==> config.mk <==
export PLATFORM = sky130hd
export DESIGN_NAME = issue_scoreboard
export DESIGN_NICKNAME = d
export VERILOG_FILES = /design/src/rtl/issue_scoreboard.sv
export SDC_FILE = /design/constraint.sdc
export NUM_CORES = 1
export LEC_CHECK = 0
export BUFFER_PORTS_ARGS = -buffer_cell sky130_fd_sc_hd__buf_2
export CAP_MARGIN = 0
export CORE_AREA = 2 2 107 109
export DETAILED_ROUTE_END_ITERATION = 10
export DIE_AREA = 0 0 109 111
export SLEW_MARGIN = 20
export SYNTH_ARGS = -nofsm -noshare
export SYNTH_HDL_FRONTEND = slang
export SYNTH_SLANG_ARGS = --single-unit
==> constraint.sdc <==
create_clock -name I_CLOCK -period 11.45 [get_ports I_CLOCK]
set_input_delay 0.5725 -clock I_CLOCK [delete_from_list [all_inputs] [get_ports I_CLOCK]]
set_output_delay 0.5725 -clock I_CLOCK [all_outputs]
set_load 0.01 [all_outputs]
==> src/rtl/issue_scoreboard.sv <==
// Issue controller between Decode and Execute. It counts in-flight register
// and CC writers, blocks hazards, freezes on GPU stall and holds Fetch while
// a branch is unresolved. All state updates happen on the falling clock edge.
//
//   state   | meaning
//   IDLE    | no branch outstanding, issue allowed
//   BR_WAIT | branch issued, Fetch held until I_BranchResolved
module issue_scoreboard #(
  parameter int NUM_REGS = 16,
  parameter int CNT_W    = 2
) (
  input  logic       I_CLOCK,
  input  logic       I_RESET,
  input  logic       I_DE_Valid,
  input  logic [3:0] I_Src1RegIdx,
  input  logic       I_Src1Used,
  input  logic [3:0] I_Src2RegIdx,
  input  logic       I_Src2Used,
  input  logic [3:0] I_DestRegIdx,
  input  logic       I_RegWEn,
  input  logic       I_CCRead,
  input  logic       I_CCWEn,
  input  logic       I_IsBranch,
  input  logic       I_WB_RegWEn,
  input  logic [3:0] I_WB_DestRegIdx,
  input  logic       I_WB_CCWEn,
  input  logic       I_BranchResolved,
  input  logic       I_GPUStallSignal,
  output logic       O_Issue_Signal,
  output logic       O_Stall_Signal,
  output logic       O_Bubble_Signal,
  output logic       O_FetchHold_Signal,
  output logic [4:0] O_InFlight,
  output logic       O_SBError
);

  localparam logic [CNT_W-1:0] CNT_MAX = '1;

  typedef enum logic {IDLE, BR_WAIT} state_t;

  state_t                 state_q, state_d;
  logic [CNT_W-1:0]       reg_cnt_q [NUM_REGS];
  logic [CNT_W-1:0]       reg_cnt_d [NUM_REGS];
  logic [CNT_W-1:0]       cc_cnt_q, cc_cnt_d;
  logic                   err_q, err_d;
  logic [4:0]             inflight_q, inflight_d;
  logic [NUM_REGS-1:0]    reg_inc, reg_dec;
  logic                   cc_inc, cc_dec;
  logic                   hazard;

  // Hazard check uses pre-edge counts, so a same-cycle retire does not bypass.
  always_comb begin
    hazard = (I_Src1Used && (reg_cnt_q[I_Src1RegIdx] != '0))
          || (I_Src2Used && (reg_cnt_q[I_Src2RegIdx] != '0))
          || (I_CCRead   && (cc_cnt_q != '0))
          || (I_RegWEn   && (reg_cnt_q[I_DestRegIdx] == CNT_MAX))
          || (I_CCWEn    && (cc_cnt_q == CNT_MAX));
  end

  // Issue / stall / bubble / fetch-hold decision, same cycle as Decode inputs.
  always_comb begin
    O_Issue_Signal     = I_DE_Valid && !hazard && !I_GPUStallSignal && (state_q == IDLE);
    O_Stall_Signal     = (I_DE_Valid && !O_Issue_Signal) || I_GPUStallSignal;
    O_Bubble_Signal    = !O_Issue_Signal && !I_GPUStallSignal;
    O_FetchHold_Signal = (state_q == BR_WAIT);
  end

  // Per-resource increment (issue) and decrement (retire) requests.
  always_comb begin
    for (int r = 0; r < NUM_REGS; r++) begin
      reg_inc[r] = O_Issue_Signal && I_RegWEn && (I_DestRegIdx == 4'(r));
      reg_dec[r] = I_WB_RegWEn && (I_WB_DestRegIdx == 4'(r));
    end
    cc_inc = O_Issue_Signal && I_CCWEn;
    cc_dec = I_WB_CCWEn;
  end

  // Next counters, branch state, sticky error and post-edge in-flight sum.
  always_comb begin
    reg_cnt_d  = reg_cnt_q;
    cc_cnt_d   = cc_cnt_q;
    state_d    = state_q;
    err_d      = err_q;
    inflight_d = '0;

    for (int r = 0; r < NUM_REGS; r++) begin
      if (reg_dec[r] && !reg_inc[r]) begin
        if (reg_cnt_q[r] == '0) err_d = 1'b1;
        else                    reg_cnt_d[r] = reg_cnt_q[r] - 1'b1;
      end else if (reg_inc[r] && !reg_dec[r]) begin
        reg_cnt_d[r] = reg_cnt_q[r] + 1'b1;
      end
    end

    if (cc_dec && !cc_inc) begin
      if (cc_cnt_q == '0) err_d = 1'b1;
      else                cc_cnt_d = cc_cnt_q - 1'b1;
    end else if (cc_inc && !cc_dec) begin
      cc_cnt_d = cc_cnt_q + 1'b1;
    end

    // GPU stall freezes the FSM; retirements above still proceed.
    if (!I_GPUStallSignal) begin
      case (state_q)
        IDLE: begin
          if (I_BranchResolved) err_d = 1'b1;
          if (O_Issue_Signal && I_IsBranch) state_d = BR_WAIT;
        end
        BR_WAIT: begin
          if (I_BranchResolved) state_d = IDLE;
        end
        default: state_d = IDLE;
      endcase
    end

    inflight_d = 5'(cc_cnt_d);
    for (int r = 0; r < NUM_REGS; r++) begin
      inflight_d = inflight_d + 5'(reg_cnt_d[r]);
    end
  end

  // State registers, updated on the falling edge with the pipeline latches.
  always_ff @(negedge I_CLOCK or posedge I_RESET) begin
    if (I_RESET) begin
      for (int r = 0; r < NUM_REGS; r++) reg_cnt_q[r] <= '0;
      cc_cnt_q   <= '0;
      state_q    <= IDLE;
      err_q      <= 1'b0;
      inflight_q <= '0;
    end else begin
      reg_cnt_q  <= reg_cnt_d;
      cc_cnt_q   <= cc_cnt_d;
      state_q    <= state_d;
      err_q      <= err_d;
      inflight_q <= inflight_d;
    end
  end

  assign O_InFlight = inflight_q;
  assign O_SBError  = err_q;

endmodule
Word-level counts from Yosys, hierarchy flattened
Cells that the tools add are included.
W data, S select, Z words.
{"block": "word_totals", "register_bits": 41, "input_bits": 29, "word_cells": 352}
{"block": "classes", "add_sub_neg": 50, "magnitude_cmp": 3, "eq_ne": 32, "mux": 100, "bitwise_logic": 4, "reduce_logical": 143}
{"cell": "$mux W2", "n": 57}
{"cell": "$logic_and A1 B1 Y1", "n": 79}
{"cell": "$add A5 B2 Y5", "n": 13}
{"cell": "$eq A4 B4 Y1 const B", "n": 16}
{"cell": "$mux W1", "n": 39}
{"cell": "$logic_not A1 Y1", "n": 37}
{"cell": "$add A2 B1 Y2 const B", "n": 17}
{"cell": "$logic_not A2 Y1", "n": 17}
{"cell": "$sub A2 B1 Y2 const B", "n": 17}
{"cell": "$eq A4 B3 Y1 const B", "n": 8}
{"cell": "$bmux W2 S4", "n": 3}
{"cell": "$eq A4 B2 Y1 const B", "n": 4}
{"cell": "$ge A5 B5 Y1 const B", "n": 3}
{"cell": "$not A4 Y5", "n": 3}
{"cell": "$eq A4 B1 Y1 const B", "n": 2}
{"cell": "$logic_not A4 Y1", "n": 2}
{"cell": "$reduce_bool A2 Y1", "n": 3}
{"cell": "$add A4 B2 Y5", "n": 1}
{"cell": "$logic_or A1 B1 Y1", "n": 5}
{"cell": "$add A3 B2 Y4", "n": 1}
{"cell": "$eq A2 B2 Y1 const B", "n": 2}
{"cell": "$add A2 B2 Y3", "n": 1}
{"cell": "$pmux W1 S2", "n": 1}
{"cell": "$not A1 Y1", "n": 1}

Logic depth before layout (Yosys ltp)
Gate-level depths: netlist of the first run.
{"block": "depth", "ltp_word": 54, "ltp_mapped": 26, "depth_no_buf": 23}

==> results.ini, run 1 <==
[clocking]
clkSinkCount = 41
holdBufCountCts = 0
cts_tree = done
htreeDepth = 2
clk_latency_ns = 0.31
numCtsBuffers = 5
cts_root_buffer = clkbuf_16
clk_pin_slew_ns = 0.05
cts.path.max_buffers = 2

[sta]
skew_ns = 0.00401
whs_ns = 0.502
setup_slack_ns = -0.276
tightest_slew_ns = 0.676
drv_slew = 0
hold_viol_final = 0
setup-violations-final = 3
tns_ns = -0.587
rsz0062_at_grt = true
relSlewSlack_pct = 54.5

[floorplanning]
io_pins = 39
row_count = 39
die_y_microns = 111
core_region_area_sq_um = 11100
dieArea_sq_um = 12100
initial_core_util_pct = 43.2
die_w_microns = 109

[layout]
area_growth_pct = 36.7
final_layout_size_suffix_gt1_share_pct = 36.7
n_antenna_cell = 0
fillerInstances = 983
finalNetCount = 794

[run_status]
outcome = finished, violations left
violations = negative setup slack

[grt]
track_usage_pct = 27.3
grt-ovfl-total = 0
grt_max_degree = 42
grt_pass1_wl_mm = 24.8
grt_pass1_vias = 4804
antenna_found_initial = 0

[drt]
highest-signal-layer = met4
post-route-drc-count = 0
wirelength_met1_mm = 6.46
wl_met2_mm = 7.57
antenna_left = 0
vias = 4608
via_per_inst = 5.59
drt_iter0_drc = 352
first_pass_iters = 5
wl_per_cell_microns = 18.9
routed_wl_mm = 15.6
wl_met3_microns = 902

[run]
drv_cap = 0

[logic_synthesis]
synthFlopType = dfrtn_1
synth.distinct_cells = 67
synth_nets = 631
ys_ff_latch = 41
syn_avg_cell_area_sq_um = 9.25
syn-cell-area_sq_um = 4780
async_flop_share_pct = 100
synth_enable_flop_cells = 0
seq_area_frac_synth_pct = 21.5
syn_inst = 517
yosys_warnings = 0

[worst_hold_path]
hold_class = reg2reg
hold_depth = 1

[worst_setup_path]
crit_fanout = 5
crit_required_ns = 5.88
crit_path_end_kind = flop
reg2regPathDepth = 22
start_kind = input pin
crit_arrival_ns = 6.16
crit_type = in2reg

[place]
dp_hpwl_mm = 12.4
dp_slack_ns = -0.725
port_buffers = 38
finalWeightedCongestion = 0.930

-- Yosys cell counts (all sizes together) (6+ instances only) --
master / number / area (sq um)
a21oi: 6 / 30.0
a31oi: 11 / 68.8
and3: 6 / 37.5
buf: 7 / 56.3
dfrtn: 41 / 1030
fa: 28 / 561
ha: 57 / 713
inv: 75 / 282
mux2i: 6 / 60.1
mux4: 12 / 270
nand2: 31 / 116
nand2b: 6 / 37.5
nand3: 15 / 87.6
nand4: 6 / 37.5
nor2: 54 / 203
nor2b: 9 / 56.3
nor3: 17 / 95.1
o211ai: 6 / 45.0
o21ai: 8 / 43.8
o221a: 7 / 78.8
o22ai: 15 / 93.8
or2: 10 / 62.6
or3: 8 / 50.1
xnor2: 8 / 70.1
-- state kept, by name (all words and copies together), names as in the netlist --
register	flops
reg_cnt_q	32
cc_cnt_q	2
O_InFlight	5
O_SBError	1
O_FetchHold_Signal	1
-- through the flow --
stage               instance area [sq um]  std cells  utilization [%]
CTS                                  6440        825             58.1
detailed placement                   5860        783             52.9
finish                               6540        824             59.0
global placement                     5860        783             52.9
global route                         6540        824             59.0
floorplan                            4850        517                -
-- routing by layer --
layer / up-vias / track usage (%)
li1: 2150 / -
met1: 2251 / 33.8
met2: 171 / 46.0
met3: 36 / 5.11
met4: 0 / 11.2
met5: - / 0
-- logic make-up after synthesis --
kind of cell	count (synthesis)	share of synthesized area (%)
flip-flops	41	21.5
adder cells (fa/ha/maj)	85	26.6
buffers and inverters	85	7.30
AND/OR/NAND/NOR	177	19.0
AO/OA/AOI/OAI	101	16.8
multiplexers	18	6.91
XOR/XNOR	10	1.83
-- final cells by class --
class	count	area, sq um	area share (%)
multi-input cells	391	3670	56.2
clock inverters	1	8.76	0.134
flip-flops and latches	41	1030	15.7
clock buffers	7	153	2.34
repair buffers	166	1210	18.5
inverters	75	287	4.38
well taps	143	179	2.74
-- critical path, stage by stage --
cell and delay [ns]:
buf_6 0.09, or3b_4 0.38, o221a_4 0.23, a41oi_4 0.23
nand3_4 0.16, buf_6 0.16, nor3_4 0.24, and3_4 0.26
nor3_4 0.04, a211o_1 0.27, fa_1 0.54, fa_1 0.59
fa_1 0.44, xor2_1 0.19, xnor2_1 0.19, fa_1 0.46
fa_2 0.36, fa_2 0.36, a21o_1 0.17, a21oi_2 0.13
xnor2_1 0.08
-- path summary, 6_finish.rpt --
kind,startpoint,endpoint,slack (ns)
worst max-delay path,I_Src2RegIdx[1],O_InFlight[4]$_DFF_NP0_,-0.28
worst min-delay path,O_FetchHold_Signal$_DFFE_NP0N_,O_FetchHold_Signal$_DFFE_NP0N_,0.50
worst max register to register,reg_cnt_q[0]$_DFF_NP0_,O_InFlight[4]$_DFF_NP0_,5.14
worst min register to register,O_FetchHold_Signal$_DFFE_NP0N_,O_FetchHold_Signal$_DFFE_NP0N_,0.50
max in group asynchronous,I_RESET,reg_cnt_q[13]$_DFF_NP0_,5.05
min in group asynchronous,I_RESET,O_InFlight[3]$_DFF_NP0_,5.99
-- placed cells by master (no fill, tap or decap), drive strengths merged, types with 3 or more instances in the layout --
cell type / instances
nand2: 31
nor3: 17
a21o: 3
or2: 10
ha: 57
o211ai: 6
dfrtn: 41
nor2b: 9
inv: 75
o22ai: 15
xnor2: 8
a211o: 4
nand3b: 3
and3: 6
or3: 8
a31oi: 11
nand2b: 6
fa: 28
a22oi: 5
buf: 166
mux2i: 6
o221ai: 5
o211a: 4
a21oi: 6
and2: 5
o21ai: 8
o221a: 7
clkbuf: 7
o21a: 4
nor2: 54
nand3: 15
nand4: 6
a211oi: 5
mux4: 12
-- what timing repair did --
action	CTS	global route
setup buffers	34	5
gates resized for setup	36	21
setup endpoints to repair	4	5
pin swaps	23	24
Power of run 1 is left out: the tool's default activity adds up to more than one toggle a clock period on the data nets, which glitch-free logic cannot reach.
==> run 2: changes to the inputs <==
--- a/config.mk
+++ b/config.mk
@@ -7,9 +7,10 @@
 export LEC_CHECK = 0
 export BUFFER_PORTS_ARGS = -buffer_cell sky130_fd_sc_hd__buf_2
 export CAP_MARGIN = 0
-export CORE_AREA = 2 2 107 109
+export CORE_AREA = 2 2 124 126
+export CTS_BUF_LIST = sky130_fd_sc_hd__clkbuf_4
 export DETAILED_ROUTE_END_ITERATION = 10
-export DIE_AREA = 0 0 109 111
+export DIE_AREA = 0 0 126 128
 export SLEW_MARGIN = 20
 export SYNTH_ARGS = -nofsm -noshare
 export SYNTH_HDL_FRONTEND = slang
==> results.ini, run 2 (synthesis gave the netlist of run 1 again) <==
[worst_setup_path]
cpMostUsedCell = fa_1  ; unchanged
cp_num_buf_inv = 5  ; was 2
crit_family = adder cells  ; unchanged
crit_chain = buf_6 -> or3b_1 -> o221a_2 -> a41oi_2 -> nand3_4 -> buf_12 -> buf_4 -> or3_4 -> o22ai_2 -> a31oi_1 -> fa_1 -> inv_1 -> fa_1 -> inv_1 -> fa_1 -> xor2_1 -> xnor2_1 -> fa_1 -> fa_2 -> fa_2 -> a21o_1 -> a21oi_2 -> xnor2_1  ; was buf_6 -> or3b_4 -> o221a_4 -> a41oi_4 -> nand3_4 -> buf_6 -> nor3_4 -> and3_4 -> nor3_4 -> a211o_1 -> fa_1 -> fa_1 -> fa_1 -> xor2_1 -> xnor2_1 -> fa_1 -> fa_2 -> fa_2 -> a21o_1 -> a21oi_2 -> xnor2_1
reg2regPathDepth = 23  ; was 22
r2r-end = O_InFlight[4]$_DFF_NP0_  ; unchanged
crit_slowest_cell = fa_1  ; unchanged
crit_fanout = 6  ; was 5
crit_path_end_kind = flop  ; unchanged
crit_required_ns = 5.94  ; was 5.88 ns
crit_type = in2reg  ; unchanged
crit_arrival_ns = 6.12  ; was 6.16 ns
r2r_start = reg_cnt_q[0]$_DFF_NP0_  ; unchanged
path_depth = 23  ; was 21
start_kind = input pin  ; unchanged
r2r_slack_ns = 5.19  ; was 5.14 ns
slowest_delay_ns = 0.56  ; was 0.59 ns

[worst_hold_path]
hold_class = reg2reg  ; unchanged
holdCritStartpoint = O_FetchHold_Signal$_DFFE_NP0N_  ; unchanged
hold_depth = 1  ; unchanged
min_to = O_FetchHold_Signal$_DFFE_NP0N_  ; unchanged

[floorplanning]
die_y_microns = 128  ; was 111 microns
core_region_area_sq_um = 14900  ; was 11100 sq um
io_pins = 39  ; unchanged
die_w_microns = 126  ; was 109 microns
row_count = 45  ; was 39
initial_core_util_pct = 32.2  ; was 43.2%
dieArea_sq_um = 16100  ; was 12100 sq um

[run]
drv_cap = 0  ; unchanged

[clocking]
clk_latency_ns = 0.36  ; was 0.31 ns
cts_tree = done  ; unchanged
htreeDepth = 2  ; unchanged
cts.path.max_buffers = 2  ; unchanged
clk_pin_slew_ns = 0.10  ; was 0.05 ns
cts_root_buffer = clkbuf_4  ; was clkbuf_16
holdBufCountCts = 0  ; unchanged
numCtsBuffers = 5  ; unchanged
clkSinkCount = 41  ; unchanged

[sta]
relSlewSlack_pct = 60.3  ; was 54.5%
drv_slew = 0  ; unchanged
rsz0062_at_grt = true  ; unchanged
tightest_slew_ns = 0.595  ; was 0.676 ns
skew_ns = 0.0105  ; was 0.00401 ns
tns_ns = -0.279  ; was -0.587 ns
setup-violations-final = 2  ; was 3
setup_slack_ns = -0.184  ; was -0.276 ns
hold_viol_final = 0  ; unchanged

[drt]
antenna_left = 0  ; unchanged
routed_wl_mm = 15.3  ; was 15.6 mm
vias = 4493  ; was 4608
first_pass_iters = 5  ; unchanged
via_per_inst = 5.35  ; was 5.59
drt_iter0_drc = 264  ; was 352
wl_per_cell_microns = 18.2  ; was 18.9 microns
post-route-drc-count = 0  ; unchanged

[layout]
largest_register_ffs = 32  ; unchanged
final_cell_mix = buf_4, inv_1, ha_1  ; unchanged
final_cells = 840  ; was 824
final_layout_size_suffix_gt1_share_pct = 33.3  ; was 36.7%
area_growth_pct = 29.8  ; was 36.7%
top_register = reg_cnt_q  ; unchanged
finalNetCount = 764  ; was 794
fin_area_sq_um = 6200  ; was 6540 sq um
final_common_cell = buf_4  ; unchanged

[grt]
grt_pass1_wl_mm = 24.5  ; was 24.8 mm
track_usage_pct = 19.5  ; was 27.3%
grt_max_degree = 42  ; unchanged
grt_pass1_vias = 4676  ; was 4804
grt-ovfl-total = 0  ; unchanged
antenna_found_initial = 1  ; was 0

[place]
placed_cell_area_sq_um = 5910  ; was 5860 sq um
port_buffers = 38  ; unchanged
finalWeightedCongestion = 0.950  ; was 0.930
dp_hpwl_mm = 12.7  ; was 12.4 mm
dpl.cell_count = 825  ; was 783

[run_status]
outcome = finished, violations left  ; unchanged
violations = negative setup slack  ; unchanged

==> run 2: changes by cell type in the layout (fill, tap and decap cells not counted), moves of 2 or more <==
cell       delta
buf_2         +2
buf_4        -32
clkbuf_16     -5
o22ai_1       -2
o21ai_2       +2
buf_6         -2
clkinv_1      +2
clkbuf_8      -2
o22ai_2       +2
clkbuf_4      +5
nor2_1        -2
==> run 2: cell type report <==
| type | instances | area (sq um) |
|---|---|---|
| fill | 1459 | 8660 |
| tap | 188 | 235 |
| clock buffer | 5 | 37.5 |
| antenna | 1 | 2.50 |
| sequential | 41 | 1030 |
| multi-input combinational | 391 | 3610 |
| timing repair buffer | 136 | 992 |
| inverter | 75 | 282 |
| clock inverter | 3 | 16.3 |
==> run 2: how the worst max path moves through the flow <==
stage,startpoint,end,slack [ns]
finish,I_Src2RegIdx[1],O_InFlight[4]$_DFF_NP0_,-0.18
global route,I_Src2RegIdx[1],O_InFlight[4]$_DFF_NP0_,-0.40
CTS,I_Src2RegIdx[2],O_InFlight[4]$_DFF_NP0_,-0.23
floorplan,I_DestRegIdx[1],O_InFlight[4]$_DFF_NP0_,-0.28
global placement,I_DestRegIdx[0],O_InFlight[4]$_DFF_NP0_,-0.86
detailed placement,I_DestRegIdx[0],O_InFlight[4]$_DFF_NP0_,-0.94
==> run 2: what timing repair did <==
| item | 4_1_cts | 5_1_grt |
|---|---|---|
| setup endpoints to repair | 4 | 4 |
| pin swaps | 20 | 9 |
| cloned | 0 | 0 |
| setup buffers | 7 | 1 |
| resized for setup | 33 | 14 |
==> run 2: metal layers <==
| layer | part of all wire (%) | vias to the layer above | global-route usage, % |
|---|---|---|---|
| li1 | - | 2097 | - |
| met4 | 3.8 | 0 | 8.02 |
| met3 | 5.1 | 32 | 3.59 |
| met1 | 43 | 2222 | 24.4 |
| met5 | 0 | - | 0 |
| met2 | 48 | 142 | 33.2 |
==> run 2: metrics by stage <==
step | utilization (%) | hold slack, ns | setup WS [ns]
after CTS | 41.3 | 0.509 | -0.229
after global routing | 41.7 | 0.535 | -0.396
after detailed placement | 39.7 | 0.508 | -0.941
after global placement | 39.7 | 0.488 | -0.865
after floorplan | - | 0.497 | -0.277
final | 41.7 | 0.500 | -0.184
Power of run 2 is left out for the same reason.
==> run 3: changes to the inputs <==
--- a/config.mk
+++ b/config.mk
@@ -7,10 +7,10 @@
 export LEC_CHECK = 0
 export BUFFER_PORTS_ARGS = -buffer_cell sky130_fd_sc_hd__buf_2
 export CAP_MARGIN = 0
-export CORE_AREA = 2 2 124 126
+export CORE_AREA = 2 2 120 122
 export CTS_BUF_LIST = sky130_fd_sc_hd__clkbuf_4
 export DETAILED_ROUTE_END_ITERATION = 10
-export DIE_AREA = 0 0 126 128
+export DIE_AREA = 0 0 122 124
 export SLEW_MARGIN = 20
 export SYNTH_ARGS = -nofsm -noshare
 export SYNTH_HDL_FRONTEND = slang
==> results.ini, run 3 (synthesis gave the netlist of run 1 again) <==
[worst_setup_path]
slowest_delay_ns = 0.60  ; was 0.56 ns
crit_path_end_kind = flop  ; unchanged
crit_fanout = 4  ; was 6
r2r_slack_ns = 5.04  ; was 5.19 ns
reg2regPathDepth = 22  ; was 23
crit_chain = buf_8 -> buf_12 -> mux4_2 -> nand3b_1 -> a41oi_4 -> nand3_4 -> inv_2 -> buf_6 -> buf_12 -> nand4b_1 -> nand2_1 -> nor2_1 -> a211o_1 -> fa_1 -> fa_1 -> fa_1 -> xor2_1 -> xnor2_1 -> fa_1 -> fa_2 -> fa_2 -> a21o_1 -> a21oi_2 -> xnor2_1  ; was buf_6 -> or3b_1 -> o221a_2 -> a41oi_2 -> nand3_4 -> buf_12 -> buf_4 -> or3_4 -> o22ai_2 -> a31oi_1 -> fa_1 -> inv_1 -> fa_1 -> inv_1 -> fa_1 -> xor2_1 -> xnor2_1 -> fa_1 -> fa_2 -> fa_2 -> a21o_1 -> a21oi_2 -> xnor2_1
r2r-end = O_InFlight[4]$_DFF_NP0_  ; unchanged
crit_type = in2reg  ; unchanged
crit_end = O_InFlight[4]$_DFF_NP0_  ; unchanged
crit_slowest_cell = fa_1  ; unchanged
crit_required_ns = 5.95  ; was 5.94 ns
startpoint = I_Src2RegIdx[2]  ; was I_Src2RegIdx[1]
crit_arrival_ns = 6.26  ; was 6.12 ns
start_kind = input pin  ; unchanged
r2r_start = reg_cnt_q[11]$_DFF_NP0_  ; was reg_cnt_q[0]$_DFF_NP0_
cpMostUsedCell = fa_1  ; unchanged

[clocking]
cts.path.max_buffers = 2  ; unchanged
cts_tree = done  ; unchanged
htreeDepth = 2  ; unchanged
clk_pin_slew_ns = 0.11  ; was 0.10 ns
clkSinkCount = 41  ; unchanged
clk_latency_ns = 0.36  ; about the same
numCtsBuffers = 5  ; unchanged
cts_root_buffer = clkbuf_4  ; unchanged

[layout]
top_register = reg_cnt_q  ; unchanged
final_cell_mix = buf_4, inv_1, ha_1  ; unchanged
finalNetCount = 774  ; was 764
largest_register_ffs = 32  ; unchanged
seqCellArea_sq_um = 1030  ; unchanged
area_growth_pct = 33.1  ; was 29.8%
final_common_cell = buf_4  ; unchanged
multi_input_area_sq_um = 3660  ; was 3610 sq um
final_layout_size_suffix_gt1_share_pct = 34.6  ; was 33.3%
fillerInstances = 1338  ; was 1459
n_antenna_cell = 0  ; was 1

[floorplanning]
row_count = 43  ; was 45
die_y_microns = 124  ; was 128 microns
die_w_microns = 122  ; was 126 microns
core_region_area_sq_um = 13700  ; was 14900 sq um
io_pins = 39  ; unchanged
initial_core_util_pct = 34.8  ; was 32.2%
dieArea_sq_um = 15100  ; was 16100 sq um

[grt]
track_usage_pct = 22.0  ; was 19.5%
grt-ovfl-total = 0  ; unchanged
grt_pass1_vias = 4841  ; was 4676
grt_max_degree = 42  ; unchanged
antenna_found_initial = 0  ; was 1
grt_pass1_wl_mm = 25.5  ; was 24.5 mm

[sta]
hold_viol_final = 0  ; unchanged
whs_ns = 0.506  ; was 0.500 ns
drv_slew = 0  ; unchanged
tns_ns = -0.774  ; was -0.279 ns
rsz0062_at_grt = true  ; unchanged
tightest_slew_ns = 0.713  ; was 0.595 ns
skew_ns = 0.00627  ; was 0.0105 ns
setup_slack_ns = -0.311  ; was -0.184 ns
setup-violations-final = 3  ; was 2
relSlewSlack_pct = 51.9  ; was 60.3%

[drt]
drt_iter0_drc = 265  ; was 264
via_per_inst = 5.38  ; was 5.35
post-route-drc-count = 0  ; unchanged
wl_per_cell_microns = 18.7  ; was 18.2 microns
antenna_left = 0  ; unchanged
first_pass_iters = 5  ; unchanged
routed_wl_mm = 15.8  ; was 15.3 mm
vias = 4522  ; was 4493

[worst_hold_path]
holdCritStartpoint = O_FetchHold_Signal$_DFFE_NP0N_  ; unchanged
hold_class = reg2reg  ; unchanged

[place]
finalWeightedCongestion = 0.988  ; was 0.950
port_buffers = 38  ; unchanged
dp_hpwl_mm = 12.5  ; was 12.7 mm

[run_status]
outcome = finished, violations left  ; unchanged
violations = negative setup slack  ; unchanged

[run]
drv_cap = 0  ; unchanged

==> run 3: cell count changes in the layout (fill, tap and decap cells not counted), sizes merged <==
cell / previous run / this run
buf: 136 / 146
bufinv: 0 / 1
clkinv: 3 / 2
diode: 1 / 0
==> run 3: how the worst min path moves through the flow <==
stage | end | slack, ns | depth (start not counted)
after global placement | O_FetchHold_Signal$_DFFE_NP0N_ | 0.49 | 1
after detailed placement | O_FetchHold_Signal$_DFFE_NP0N_ | 0.50 | 1
after global routing | O_FetchHold_Signal$_DFFE_NP0N_ | 0.56 | 1
final | O_FetchHold_Signal$_DFFE_NP0N_ | 0.51 | 1
after CTS | O_FetchHold_Signal$_DFFE_NP0N_ | 0.50 | 1
after floorplan | cc_cnt_q[0]$_DFF_NP0_ | 0.50 | 1
==> run 3: per-layer routing <==
| layer | up-vias | GRT usage [%] | routed length, microns |
|---|---|---|---|
| met1 | 2247 | 27.6 | 6560 |
| met2 | 135 | 39.0 | 7900 |
| li1 | 2104 | - | - |
| met3 | 36 | 2.79 | 797 |
| met4 | 0 | 7.90 | 502 |
| met5 | - | 0 | 0 |
==> run 3: what timing repair did <==
action / 4_1_cts / 5_1_grt
endpoints found under the setup margin: 4 / 4
buffers inserted: 8 / 8
resized for setup: 32 / 21
hold buffers: 0 / 0
pin swaps: 25 / 25
==> run 3: area by class of cell <==
cell class                      count  share of cell area (%)
Clock buffer                        5                   0.590
Clock inverter                      3                   0.688
Inverter                           75                    4.42
Multi-Input combinational cell    391                    57.5
Sequential cell                    41                    16.1
Tap cell                          180                    3.54
Timing Repair Buffer              146                    17.2
==> run 3: stage by stage <==
step | cell area (sq um) | util, % | std cells | setup WS (ns)
floorplan | 4850 | - | 517 | -0.277
global placement | 5900 | 43.0 | 817 | -0.770
detailed placement | 5900 | 43.0 | 817 | -0.834
CTS | 6200 | 45.2 | 833 | -0.272
global route | 6360 | 46.4 | 841 | -0.444
finish | 6360 | 46.4 | 841 | -0.311
==> run 3: worst max-delay path: cells and delay by family <==
kind            cells  cell delay (ns)
mux                 1             0.31
fa+ha+maj           6             2.86
compound gates      4             0.91
xor+xnor            3             0.45
simple gates        5             0.59
buf+inv             5             0.54
Power of run 3 is left out for the same reason.
